### src/rtl/pipeline_hazard_ctrl.sv
// Central stall/flush controller for the 5-stage pipeline.
// Resolves memory freezes, taken branches and load-use hazards into register
// enable/flush/bubble controls. It also keeps a saturating stall-cycle counter
// and a sticky memory-timeout error.
module pipeline_hazard_ctrl #(
  parameter int unsigned MEM_TIMEOUT = 255
) (
  input  logic        i_clk,
  input  logic        i_rst_n,
  input  logic [3:0]  i_id_rs1,
  input  logic [3:0]  i_id_rs2,
  input  logic        i_id_use1,
  input  logic        i_id_use2,
  input  logic [3:0]  i_ex_dest,
  input  logic        i_ex_rmem,
  input  logic        i_ex_wreg,
  input  logic        i_ex_branch_taken,
  input  logic        i_mem_req,
  input  logic        i_mem_ready,
  output logic        o_pc_en,
  output logic        o_ifid_en,
  output logic        o_ifid_flush,
  output logic        o_idex_en,
  output logic        o_idex_bubble,
  output logic        o_exmem_en,
  output logic        o_memwb_en,
  output logic [15:0] o_stall_cnt,
  output logic        o_mem_err
);

  localparam logic [15:0] TimeoutVal = 16'(MEM_TIMEOUT);

  typedef enum logic [1:0] {
    StRun,
    StMemWait,
    StErr
  } state_e;

  state_e      r_state;
  logic [15:0] r_wait_cnt;
  logic [15:0] r_stall_cnt;
  logic        r_mem_err;

  logic w_mem_stall;
  logic w_freeze;
  logic w_load_use;

  assign w_mem_stall = i_mem_req & ~i_mem_ready;
  assign w_freeze    = (r_state == StErr) | w_mem_stall;
  // Register 0 is deliberately not exempt: the pipeline does not hardwire it.
  assign w_load_use  = i_ex_rmem & i_ex_wreg &
                       ((i_id_use1 & (i_id_rs1 == i_ex_dest)) |
                        (i_id_use2 & (i_id_rs2 == i_ex_dest)));

  // Priority decode of pipeline controls; everything held low during reset.
  always_comb begin
    o_pc_en       = 1'b0;
    o_ifid_en     = 1'b0;
    o_ifid_flush  = 1'b0;
    o_idex_en     = 1'b0;
    o_idex_bubble = 1'b0;
    o_exmem_en    = 1'b0;
    o_memwb_en    = 1'b0;
    if (!i_rst_n || w_freeze) begin
      // all controls stay low
    end else if (i_ex_branch_taken) begin
      // The ID instruction is squashed, so any load-use on it is moot.
      o_pc_en       = 1'b1;
      o_ifid_en     = 1'b1;
      o_ifid_flush  = 1'b1;
      o_idex_en     = 1'b1;
      o_idex_bubble = 1'b1;
      o_exmem_en    = 1'b1;
      o_memwb_en    = 1'b1;
    end else if (w_load_use) begin
      o_idex_en     = 1'b1;
      o_idex_bubble = 1'b1;
      o_exmem_en    = 1'b1;
      o_memwb_en    = 1'b1;
    end else begin
      o_pc_en       = 1'b1;
      o_ifid_en     = 1'b1;
      o_idex_en     = 1'b1;
      o_exmem_en    = 1'b1;
      o_memwb_en    = 1'b1;
    end
  end

  // Memory-wait FSM with consecutive not-ready counter and sticky error.
  always_ff @(posedge i_clk or negedge i_rst_n) begin
    if (!i_rst_n) begin
      r_state    <= StRun;
      r_wait_cnt <= 16'd0;
      r_mem_err  <= 1'b0;
    end else begin
      unique case (r_state)
        StRun: begin
          if (w_mem_stall) begin
            r_state    <= StMemWait;
            r_wait_cnt <= 16'd1;
          end
        end
        StMemWait: begin
          // A dropped request without ready is tolerated as a release.
          if (i_mem_ready || !i_mem_req) begin
            r_state    <= StRun;
            r_wait_cnt <= 16'd0;
          end else if (r_wait_cnt >= TimeoutVal) begin
            r_state   <= StErr;
            r_mem_err <= 1'b1;
          end else begin
            r_wait_cnt <= r_wait_cnt + 16'd1;
          end
        end
        StErr: begin
          r_mem_err <= 1'b1;
        end
        default: begin
          r_state    <= StRun;
          r_wait_cnt <= 16'd0;
        end
      endcase
    end
  end

  // Saturating count of cycles in which the PC did not advance.
  always_ff @(posedge i_clk or negedge i_rst_n) begin
    if (!i_rst_n) begin
      r_stall_cnt <= 16'd0;
    end else if (!o_pc_en && (r_stall_cnt != 16'hFFFF)) begin
      r_stall_cnt <= r_stall_cnt + 16'd1;
    end
  end

  assign o_stall_cnt = r_stall_cnt;
  assign o_mem_err   = r_mem_err;

endmodule

### config.mk
export PLATFORM = sky130hd
export DESIGN_NAME = pipeline_hazard_ctrl
export DESIGN_NICKNAME = d
export VERILOG_FILES = /design/src/rtl/pipeline_hazard_ctrl.sv
export SDC_FILE = /design/constraint.sdc
export NUM_CORES = 1
export LEC_CHECK = 0
export ABC_AREA = 1
export ABC_CLOCK_PERIOD_IN_PS = 2200
export CAP_MARGIN = 40
export CELL_PAD_IN_SITES_DETAIL_PLACEMENT = 1
export CELL_PAD_IN_SITES_GLOBAL_PLACEMENT = 1
export CORE_MARGIN = 2
export CORE_UTILIZATION = 45
export CTS_CLUSTER_SIZE = 12
export DETAILED_ROUTE_END_ITERATION = 8
export DONT_BUFFER_PORTS = 1
export MAX_ROUTING_LAYER = met4
export PLACE_DENSITY_LB_ADDON = 0.1
export SYNTH_ARGS = -nofsm -noshare
export SYNTH_HDL_FRONTEND = slang
export SYNTH_SLANG_ARGS = --single-unit
### constraint.sdc
create_clock -name i_clk -period 2.2 [get_ports i_clk]
set_clock_uncertainty 0.05 [all_clocks]
set_input_delay 0.33 -clock i_clk [delete_from_list [all_inputs] [get_ports i_clk]]
set_output_delay 0.33 -clock i_clk [all_outputs]
set_load 0.02 [all_outputs]
==> summary.md, run 1 <==
| Metric | Value |
|---|---|
| Outcome | `complete, no violations` |
| Power per cell area | `873.3 mW/mm²` |
| Relative slew margins | `73.38%` |
| WL final | `5.091 mm` |
| Via-per-instance ratio | `5.189` |
| Hold path cells | `2` |
| Clk buf depth | `2` |
| Worst-Margin Slew | `0.3994 ns` |
| Die X | `73.28 µm` |
| Worst Reg-to-Reg Cells | `9` |
| Sink Count | `35` |
| Total Power | `2.069 mW` |
| Core area | `0.004661 mm²` |
| Antenna viol nets, final | `0` |
| Clock root cell | `clkbuf_8` |
| Flop2flop setup slack | `0.21 ns` |
| VDD IR-drop max | `0.0005969 V` |
| Final Non-Filler Cells | `366` |
| Crit Reg-Reg Endpoint | `o_stall_cnt[6]` |
| Int Pwr | `1.186 mW` |
| Avg WL per Cell | `13.91 µm` |
| Post-synth top area share | `40.56%` |
| CP max FO | `16` |
| Post-CTS Repair Setup Buffers | `0` |
| WP data required | `1.82 ns` |
| Vias post-DR | `1,899` |
| Gr ovfl total | `0` |
| Sequential cell area fraction in the yosys report | `40.56%` |
| First-pass GRT wire length | `8.694 mm` |
| Min cycle time layout | `2.068 ns` |
| F_max | `0.4835 GHz` |
| Initial DRT Pass Iterations | `4` |
| Max_cap viols | `0` |
| Number of global-route vias before repair | `1,968` |
| Worst slack at placement | `0.2019 ns` |
| Sw frac | `42.66%` |
| CTS Buf Count | `5` |
| Final Hold Fails | `0` |
| Worst-Skew Late Latency | `0.29 ns` |
| Setup violators final | `0` |
| Synth area leaders | `dfrtp_1 (41%), nand2_1 (16%), inv_1 (7.5%)` |
| Initial antenna violation count | `0` |
| Synthesized flop and latch total | `35` |
| Worst-path clk slew | `0.07 ns` |
| Hold EP | `r_wait_cnt[9]` |
| YS warnings | `0` |
| I/O Pins | `45` |
| Site row count | `25` |
| DR iter-0 viols | `54` |
| Final hold slack | `0.4246 ns` |
| Slew Viols, Final | `0` |
| Overall die height | `73.28 µm` |
| # diodes | `0` |
| Most frequent cells in the layout | `nand2_1 (92), inv_1 (43), nor2_1 (35)` |
| Share of cells above drive strength 1 | `10.58%` |
| Hpwl dp | `3.744 mm` |
| H-tree levels | `2` |
| Switching component of the power | `0.8823 mW` |
| CP Launch Type | `flop` |
| Drt drc | `0` |
| Crit end category | `primary output` |
| Syn Nets | `327` |
| RR Startpoint | `o_stall_cnt[1]` |
| Commonest non-fill, non-tap cell in the layout | `nand2_1` |
| Synthesized cell area | `0.002160 mm²` |
| Inst Count DP | `356` |
| Worst hold path type | `reg -> reg` |
| Starting Density | `46.34%` |
| PortBufs | `0` |
| Power share of the combinational group | `33.3%` |
| Tcrit/Tclk final | `94.00%` |
| Util after Layout | `50.82%` |
| Total global-route track usage | `21.91%` |
| Die Area | `0.005369 mm²` |
| Leak | `1.233 nW` |
| Avg Inst Size Synth | `7.175 µm²` |
| Fillers | `598` |
| Area grow syn2layout | `9.675%` |
| CTS tree | `built` |
| Placer congestion estimate | `0.7847` |
| Worst Slack Setup Final | `0.1319 ns` |
| HP Start | `r_wait_cnt[9]` |
| Flop pwr share | `44.2%` |
| Post-synth top area cell | `dfrtp_1` |
| Gate count of the mapped netlist | `301` |
| WP data arrival | `1.69 ns` |
| Final nets | `337` |
| Yosys cell types | `26` |
| Largest net degree at the start of global routing | `36` |
| Clock network power share | `22.6%` |
| CP Class | `reg -> out` |
==> worst max-delay path: stages, from the launching register on <==
cell and delay, ns:
dfrtp_1 0.35, inv_1 0.07, ha_1 0.26, nor3_4 0.27, nand2_4 0.17, inv_1 0.09, buf_4 0.17
==> routing by layer <==
layer	vias to the layer above	GRT usage, %	wire, µm	share of wire (%)
met5	-	-	0	0
met4	0	12.14	206	4.0
met3	23	4.938	205	4.0
met2	43	36.34	2534	50
met1	888	24.28	2144	42
li1	945	-	-	-
==> registers in the layout (all words and copies together), names as in the netlist <==
register,count
o_mem_err,1
o_stall_cnt,16
r_state,2
r_wait_cnt,16
==> synthesized netlist by cell type <==
cell      number
nand2_1       92
inv_1         43
dfrtp_1       35
nor2_1        35
nand3_1       32
o21ai_0        8
nor3_1         7
xor2_1         7
buf_4          5
ha_1           5
xnor2_1        5
nand2_2        4
inv_2          3
nand4_1        3
nor2_2         3
a21oi_1        2
buf_6          2
nor3b_1        2
a211oi_1       1
a21boi_0       1
a21o_1         1
a21oi_4        1
nand2_4        1
nand3_2        1
nand3b_1       1
nor3_4         1
==> timing repair <==
action | 4_1_cts | 5_1_grt
endpoints found under the hold margin | 35 | 0
resized for setup | 1 | 3
gates cloned | 0 | 0
setup endpoints to repair | 2 | 10
hold buffers | 2 | 0
==> cell type report <==
cell class	instances	area (µm²)	area share, %
Sequential cell	35	877.1	37.03
Clock inverter	3	20.02	0.8452
Inverter	46	172.7	7.290
Multi-Input combinational cell	213	1072	45.27
Timing Repair Buffer	10	90.09	3.803
Tap cell	54	67.56	2.853
Clock buffer	5	68.82	2.905
==> power groups by stage <==
stage | combinational (mW) | sequential (mW) | clock [mW]
CTS | 0.690 | 0.909 | 0.491
global placement | 0.638 | 0.917 | 0
finish | 0.688 | 0.914 | 0.467
global route | 0.775 | 0.931 | 0.511
floorplan | 0.527 | 0.887 | 0
detailed placement | 0.663 | 0.922 | 0
==> how the worst max path moves through the flow <==
| stage | from | to | slack, ns |
|---|---|---|---|
| after floorplan | r_state[0] | o_pc_en | 0.005 |
| after global placement | o_stall_cnt[0] | o_stall_cnt[13] | 0.31 |
| after detailed placement | o_stall_cnt[0] | o_stall_cnt[5] | 0.20 |
| after CTS | r_state[0] | o_ifid_en | 0.04 |
| after global routing | r_state[0] | o_ifid_en | -0.01 |
| final | r_state[0] | o_ifid_en | 0.13 |
==> kinds of logic (layout without fill, tap and decap cells) <==
family	count (synthesis)	count (layout)	share of synthesized area [%]
XOR/XNOR	12	12	4.867
adder cells (fa/ha/maj)	5	5	2.897
AND/OR/NAND/NOR	182	182	36.79
AO/OA/AOI/OAI	14	14	4.114
buffers and inverters	53	64	10.78
flip-flops	35	35	40.56
==> per-stage QoR <==
| step | TNS, ns | area (µm²) |
|---|---|---|
| floorplan | 0 | 2165 |
| detailed placement | 0 | 2232 |
| CTS | 0 | 2356 |
| global placement | 0 | 2232 |
| finish | 0 | 2369 |
| global route | -0.02876 | 2369 |
Power figures use the tool's default switching activity.
==> run 2: changes to the inputs <==
Settings changed: GPL_TIMING_DRIVEN from default to 0.
==> summary.md, run 2 (synthesis gave the netlist of run 1 again) <==
| Metric | Value |
|---|---|
| Sink Count | `35 (unchanged)` |
| Power share of the combinational group | `30.8% (-2.5 points)` |
| Initial antenna violation count | `0 (unchanged)` |
| Largest net degree at the start of global routing | `36 (unchanged)` |
| Initial DRT Pass Iterations | `4 (unchanged)` |
| Relative slew margins | `72.02% (-1.4 points)` |
| Avg WL per Cell | `13.82 µm (-0.64%)` |
| Max_cap viols | `0 (unchanged)` |
| Site row count | `25 (unchanged)` |
| Area grow syn2layout | `13.79%` |
| # diodes | `0 (unchanged)` |
| Drt drc | `0 (unchanged)` |
| I/O Pins | `45 (unchanged)` |
| Flop pwr share | `39.2% (-5.0 points)` |
| VDD IR-drop max | `0.0005244 V (-12%)` |
| Final nets | `338 (+0.30%)` |
| WP data required | `1.82 ns (about the same)` |
| F_max | `0.4745 GHz (-1.9%)` |
| Core area | `0.004661 mm² (unchanged)` |
| Overall die height | `73.28 µm (unchanged)` |
| Int Pwr | `1.432 mW (+21%)` |
| Storage element area | `875.8 µm² (-0.14%)` |
| Min cycle time layout | `2.108 ns (+0.03943 ns)` |
| Clk buf depth | `2 (unchanged)` |
| Worst-path clk slew | `0.08 ns (about the same)` |
| Die Area | `0.005369 mm² (unchanged)` |
| Setup violators final | `0 (unchanged)` |
| WP data arrival | `1.73 ns (+0.04 ns)` |
| CP max FO | `5 (-11)` |
| Final Non-Filler Cells | `367 (+0.27%)` |
| Power per cell area | `947.3 mW/mm² (+8.5%)` |
| Commonest non-fill, non-tap cell in the layout | `nand2_1` |
| Switching component of the power | `0.8958 mW (+1.5%)` |
| Share of cells above drive strength 1 | `12.14% (+1.6 points)` |
| Clock root cell | `clkbuf_8` |
| Clock network power share | `30.0% (+7.4 points)` |
| Final Hold Fails | `0 (unchanged)` |
| Inst Count DP | `355 (-0.28%)` |
| Fillers | `593 (-0.84%)` |
| CP Class | `reg -> out` |
| WL final | `5.072 mm (-0.37%)` |
| Die X | `73.28 µm (unchanged)` |
| Most frequent cells in the layout | `nand2_1 (92), inv_1 (41), dfrtp_1 (35)` |
| Worst-Margin Slew | `0.4159 ns (+0.01655 ns)` |
| Crit end category | `primary output` |
| Worst-Skew Late Latency | `0.29 ns (about the same)` |
| Util after Layout | `52.72% (+1.9 points)` |
| Worst hold path type | `reg -> reg` |
| CP Launch Type | `flop` |
| H-tree levels | `2 (unchanged)` |
| Number of global-route vias before repair | `2,018 (+2.5%)` |
| Slew Viols, Final | `0 (unchanged)` |
| PortBufs | `0 (unchanged)` |
| First-pass GRT wire length | `9.004 mm (+3.6%)` |
| Area of the multi-input gates | `0.001081 mm² (+0.82%)` |
| Via-per-instance ratio | `5.098 (-1.7%)` |
| Placer congestion estimate | `0.7966 (+1.5%)` |
| DR iter-0 viols | `98 (+81%)` |
| Gr ovfl total | `0 (unchanged)` |
| Total global-route track usage | `22.62% (+0.71 points)` |
| Starting Density | `46.34% (unchanged)` |
| Leak | `1.266 nW (+2.6%)` |
| Antenna viol nets, final | `0 (unchanged)` |
| RSZ-0062 raised after global routing | `yes` |
| Hpwl dp | `3.662 mm (-2.2%)` |
| Outcome | `complete, no violations` |
| CTS Buf Count | `5 (unchanged)` |
| CTS tree | `built` |
| Tcrit/Tclk final | `95.80% (+1.8 points)` |
| Sw frac | `38.48% (-4.2 points)` |
| Vias post-DR | `1,871 (-1.5%)` |
-- run 2: cell types whose count changed in the layout (fill, tap and decap cells not counted), moves of 2 or more --
cell	change
buf_4	-3
buf_6	+3
bufinv_16	+2
inv_1	-2
nand2_2	+2
nand2_4	-2
-- run 2: power groups by stage --
stage               registers [mW]  clock network, mW  logic (mW)
global route                 0.928              0.752       0.811
detailed placement           0.922                  0       0.652
CTS                          0.914              0.715       0.712
global placement             0.916                  0       0.636
floorplan                    0.887                  0       0.527
finish                       0.912              0.699       0.718
-- run 2: path summary, 6_finish.rpt --
| path | from | to | slack [ns] | depth (start not counted) |
|---|---|---|---|---|
| worst max-delay path | r_state[0] | o_pc_en | 0.09 | 7 |
| worst min-delay path | r_wait_cnt[9] | r_wait_cnt[9] | 0.42 | 2 |
| worst max register to register | r_wait_cnt[0] | r_wait_cnt[1] | 0.23 | 11 |
| worst min register to register | r_wait_cnt[9] | r_wait_cnt[9] | 0.42 | 2 |
| max in group asynchronous | i_rst_n | r_wait_cnt[5] | 1.46 | 2 |
| min in group asynchronous | i_rst_n | o_stall_cnt[7] | 0.46 | 2 |
-- run 2: area by class of cell --
type | count | area share (%)
Multi-Input combinational cell | 213 | 43.99
Clock buffer | 5 | 2.800
Tap cell | 54 | 2.749
Timing Repair Buffer | 4 | 1.833
Buffer | 7 | 2.902
Sequential cell | 35 | 35.64
Inverter | 46 | 7.332
Clock inverter | 3 | 2.749
-- run 2: stage by stage --
stage / setup TNS, ns / instance area, µm² / setup WS [ns] / hold WS [ns] / power (mW)
final: 0 / 2457 / 0.09247 / 0.4206 / 2.328
after global routing: -0.04850 / 2457 / -0.04850 / 0.4636 / 2.492
after CTS: 0 / 2442 / 0.01611 / 0.4270 / 2.341
after detailed placement: -0.2178 / 2232 / -0.1992 / -0.01477 / 1.574
after global placement: -0.1908 / 2232 / -0.1859 / -0.01498 / 1.551
after floorplan: 0 / 2165 / 0.004971 / -0.01559 / 1.414
-- run 2: repair_timing --
action | CTS | global route
hold endpoints to repair | 35 | 0
pin swaps | 2 | 0
cloned | 0 | 0
resized for setup | 8 | 5
setup buffers | 2 | 0
hold buffers | 2 | 0
endpoints found under the setup margin | 4 | 3
-- run 2: critical path, cell delays in order (launching register included) --
cell	delay, ns
dfrtp_1	0.37
inv_2	0.07
ha_4	0.18
nor3_4	0.36
nand2_2	0.14
buf_8	0.16
inv_8	0.06
buf_6	0.11
-- run 2: per-layer routing --
layer  GRT usage (%)  routed length (µm)  up-vias  share of wire, %
met1           26.17                2188      893                43
li1                -                   -      946                 -
met2           39.64                2655       24                52
met4           6.173                  74        0               1.5
met3           4.664                 154        8               3.0
met5               -                   0        -                 0
==> variant 1 (flow settings as in run 2) <==
Encoding of `state_e`: now one-hot (3 bits for 3 states).
--- a/src/rtl/pipeline_hazard_ctrl.sv
+++ b/src/rtl/pipeline_hazard_ctrl.sv
@@ -30,10 +30,10 @@
 
   localparam logic [15:0] TimeoutVal = 16'(MEM_TIMEOUT);
 
-  typedef enum logic [1:0] {
-    StRun,
-    StMemWait,
-    StErr
+  typedef enum logic [2:0] {
+    StRun     = 3'b001,
+    StMemWait = 3'b010,
+    StErr     = 3'b100
   } state_e;
 
   state_e      r_state;
Formal check against the unedited RTL: same outputs for any inputs over 10 cycles, from zero or initial values and one cycle with i_rst_n low; not proved beyond that.
==> variant 1 against run 2 <==
Sequential cell count rose by 1. Via count decreased by 1.0%. Wire length shrank 3.1%. Sequential share of layout area increased by 0.59 points. Total power down 17%. Cell area is 1.3% higher. Maximum frequency up 0.45%. Core utilization about the same. Final cell count grew 2.7%. Setup slack improved by 9.4 ps. Synthesized area is 2.6% higher. Synthesized cell count decreased by 1.7%. Clock power down 15%. Largest cell class unchanged.
==> variant 1: results <==
[run_status]
status = finished, final reports clean

[grt]
grt_max_degree = 37
grt_util_all_layers_pct = 20.6

[clock_tree]
insertion_delay_ps = 310

[cells_and_area]
nClkBuffers = 6
num-nonclk-buffers = 14
multi_input_cells = 205
drive_gt1_share_pct = 20.0
seq_cells = 36

[setup_path]
worstSetupStartpoint = r_state[1]
path_delay_family = buffers and inverters
ff2ff_setup_slack_ps = 250
cpPeakStageDelay_ps = 400
reg2reg_depth = 7
r2r_end = o_stall_cnt[14]

[yosys]
seq_area_frac_synth_pct = 40.7
synthDistinctLibCells = 33
synth_top_cells_by_area = dfrtp_1 (40%), nand2_1 (15%), nand3_1 (6.5%)
syn_nets = 319
yosys.area.top_type_share_pct = 39.5
synth_common_cells = nand2_1 (90), dfrtp_1 (35), inv_1 (35)

[placed_design]
place_congestion = 0.853
dp_cells = 363
pre_cts_slack_ps = 106

[power]
ir_drop_mv = 0.603
power.total_mw = 1.94
powerDensity_mw_per_mm2 = 779

[route]
vias_per_cell = 4.91
drt_iter0_drc = 73
avgRoutedWirePerCell_um = 13.0

[timing]
final.period_utilization_pct = 95.4
holdWs_ps = 360

[floorplanning]
core_sq_mm = 0.00472

[min_path]
hold_start = i_mem_ready
variant 1: cell count changes after synthesis, moves of 3 or more:
cell,change
nand2_2,+10
o21ai_0,-3
ha_1,-3
inv_2,+7
inv_1,-8
nor2_1,-9
nand3_1,-3
variant 1: power by group:
group | total (mW) | switching, mW | leakage, nW | internal [mW]
Clock | 0.596 | 0.259 | 0.0552 | 0.336
Combinational | 0.466 | 0.284 | 0.767 | 0.183
Sequential | 0.879 | 0.143 | 0.484 | 0.735
variant 1: kinds of logic after synthesis:
group | after synthesis | synth area share [%]
xor gates and xnor gates | 13 | 5.14
adders and majority gates | 2 | 1.13
DFF | 36 | 40.7
buffers and inverters | 55 | 12.0
and+or+nand+nor | 182 | 38.8
AOI/OAI and AO/OA | 8 | 2.15
variant 1: routing by layer:
metal	vias up	global-route usage, %	routed length (um)
met5	-	-	0
met4	0	7.27	87
met3	7	4.20	210
met2	39	35.0	2500
met1	880	24.0	2120
li1	926	-	-
==> variant 2 (settings of run 2) <==
Made on the original files. The parameter `MEM_TIMEOUT` goes from 255 to 127.
--- a/src/rtl/pipeline_hazard_ctrl.sv
+++ b/src/rtl/pipeline_hazard_ctrl.sv
@@ -3,7 +3,7 @@
 // enable/flush/bubble controls. It also keeps a saturating stall-cycle counter
 // and a sticky memory-timeout error.
 module pipeline_hazard_ctrl #(
-  parameter int unsigned MEM_TIMEOUT = 255
+  parameter int unsigned MEM_TIMEOUT = 127
 ) (
   input  logic        i_clk,
   input  logic        i_rst_n,
Behaviour: same outputs for any inputs over 10 cycles, from zero or initial values and one cycle with i_rst_n low; that may be too few to reach the edited logic, so the function may still have changed.
==> variant 2 against run 2 <==
Total power fell by 12%. Via count up 0.96%. Sequential power down 3.9%. Setup slack better by 51 ps. Wire length grew 0.28%. Combinational power shrank 35%. Count of clock-buffer cells in the layout unchanged. Final cell count decreased by 1.6%. Synthesized area about the same. Largest cell class unchanged. Cell area is 0.66% higher. First-iteration DRC count is 43% lower. Sequential cell count stayed put. Core utilization grew 0.35 points.
==> variant 2: results <==
[yosys]
yosysWarnings = 0
synthDistinctLibCells = 26
synth_top_cells_by_area = dfrtp_1 (41%), nand2_1 (14%), nand3_1 (7.7%)
syn_nets = 321
synthArstFlopShare_pct = 100
synth_common_cells = nand2_1 (81), inv_1 (41), dfrtp_1 (35)
seq_area_frac_synth_pct = 40.6

[clock_tree]
root_buffer = clkbuf_8
insertion_delay_ps = 290
cts_inserted_buffers = 5
cts-htree-levels = 2
cts_buffer_depth = 2
path_clk_slew_ps = 80

[placed_design]
place_congestion = 0.832
pre_cts_slack_ps = -142
hpwl_um = 3720
port_buffers = 0

[route]
drt-total-wl_um = 5090
firstDrtPassIters = 4
vias = 1889
drt_iter0_drc = 56

[timing]
fin_crit_ps = 2060
timing.slew.headroom_pct = 70.2

[run_status]
status = finished, final reports clean

[grt]
grt_max_degree = 36
grt_pass1_vias = 1839
grt_pass1_wl_um = 8440
grt_util_all_layers_pct = 20.7
grt_antenna_before_repair = 0

[cells_and_area]
nFillCells = 585
antenna_cells = 0
drive_gt1_share_pct = 12.1
final_nets = 332

[setup_path]
path_max_fanout = 10
critPathArrivalTime_ps = 1680
ff2ff_setup_slack_ps = 150

[min_path]
hold_class = in2reg

[power]
ir_drop_mv = 0.436
leakagePower_nw = 1.21
netSwitchingFraction_pct = 34.9
[variant 2: area by class of cell]
type / count / area, sq um / share of cell area, %
multi-input cells: 211 / 1120 / 45.2
flip-flops and latches: 35 / 878 / 35.5
inverters: 42 / 165 / 6.68
clock buffers: 5 / 68.8 / 2.78
clock inverters: 3 / 67.6 / 2.73
well taps: 54 / 67.6 / 2.73
plain buffers: 7 / 63.8 / 2.58
repair buffers: 4 / 45.0 / 1.82
[variant 2: timing repair]
action | 4_1_cts | 5_1_grt
endpoints found under the setup margin | 12 | 22
setup buffers | 0 | 2
hold endpoints to repair | 35 | 0
hold buffers | 2 | 0
gates resized for setup | 10 | 12
pin swaps | 0 | 2
[variant 2: final timing paths]
| path | from | endpoint | cells after the start |
|---|---|---|---|
| max | r_state[0] | o_pc_en | 9 |
| max in group asynchronous | i_rst_n | o_stall_cnt[1] | 2 |
| max reg2reg | o_stall_cnt[0] | o_stall_cnt[5] | 10 |
| min in group asynchronous | i_rst_n | r_wait_cnt[2] | 2 |
| min reg2reg | r_wait_cnt[11] | r_wait_cnt[11] | 2 |
| min | i_mem_ready | r_wait_cnt[7] | 5 |
[variant 2: worst max-delay path, cell delays in order (launching register included)]
cell and delay, ps:
dfrtp_1 400, inv_2 80, ha_2 180, inv_1 50, nand3_2 120, clkinv_4 120
nand2_8 80, buf_8 130, inv_4 50, buf_4 150
[variant 2: power by group through the flow]
stage                     registers [mW]  clock network [mW]  logic, mW
after floorplan                    0.852                   0      0.325
after global placement             0.875                   0      0.405
after detailed placement           0.877                   0      0.412
after CTS                          0.865               0.717      0.444
after global routing               0.886               0.739      0.537
final                              0.876               0.706      0.468
[variant 2: metrics by stage]
stage / power [mW] / hold WS (ps) / instances / instance area (sq um)
floorplan: 1.18 / -15.6 / 295 / 2160
global placement: 1.28 / -14.9 / 349 / 2230
detailed placement: 1.29 / -15.0 / 349 / 2230
CTS: 2.03 / 364 / 359 / 2420
global route: 2.16 / 414 / 361 / 2470
finish: 2.05 / 372 / 361 / 2470
[variant 2: kinds of logic after synthesis]
kind of cell | count (synthesis) | share of synthesized area [%]
AO/OA/AOI/OAI | 16 | 3.94
XOR/XNOR | 17 | 6.90
adder cells (fa/ha/maj) | 5 | 2.90
buffers and inverters | 49 | 9.68
flip-flops | 35 | 40.6
AND/OR/NAND/NOR | 173 | 36.0
[variant 2: metal layers]
layer | share of wire [%] | wire [um] | GRT usage [%] | up-vias
li1 | - | - | - | 945
met2 | 47 | 2390 | 31.6 | 31
met3 | 3.7 | 190 | 3.84 | 8
met1 | 48 | 2440 | 27.9 | 905
met5 | 0 | 0 | - | -
met4 | 1.2 | 62 | 6.17 | 0
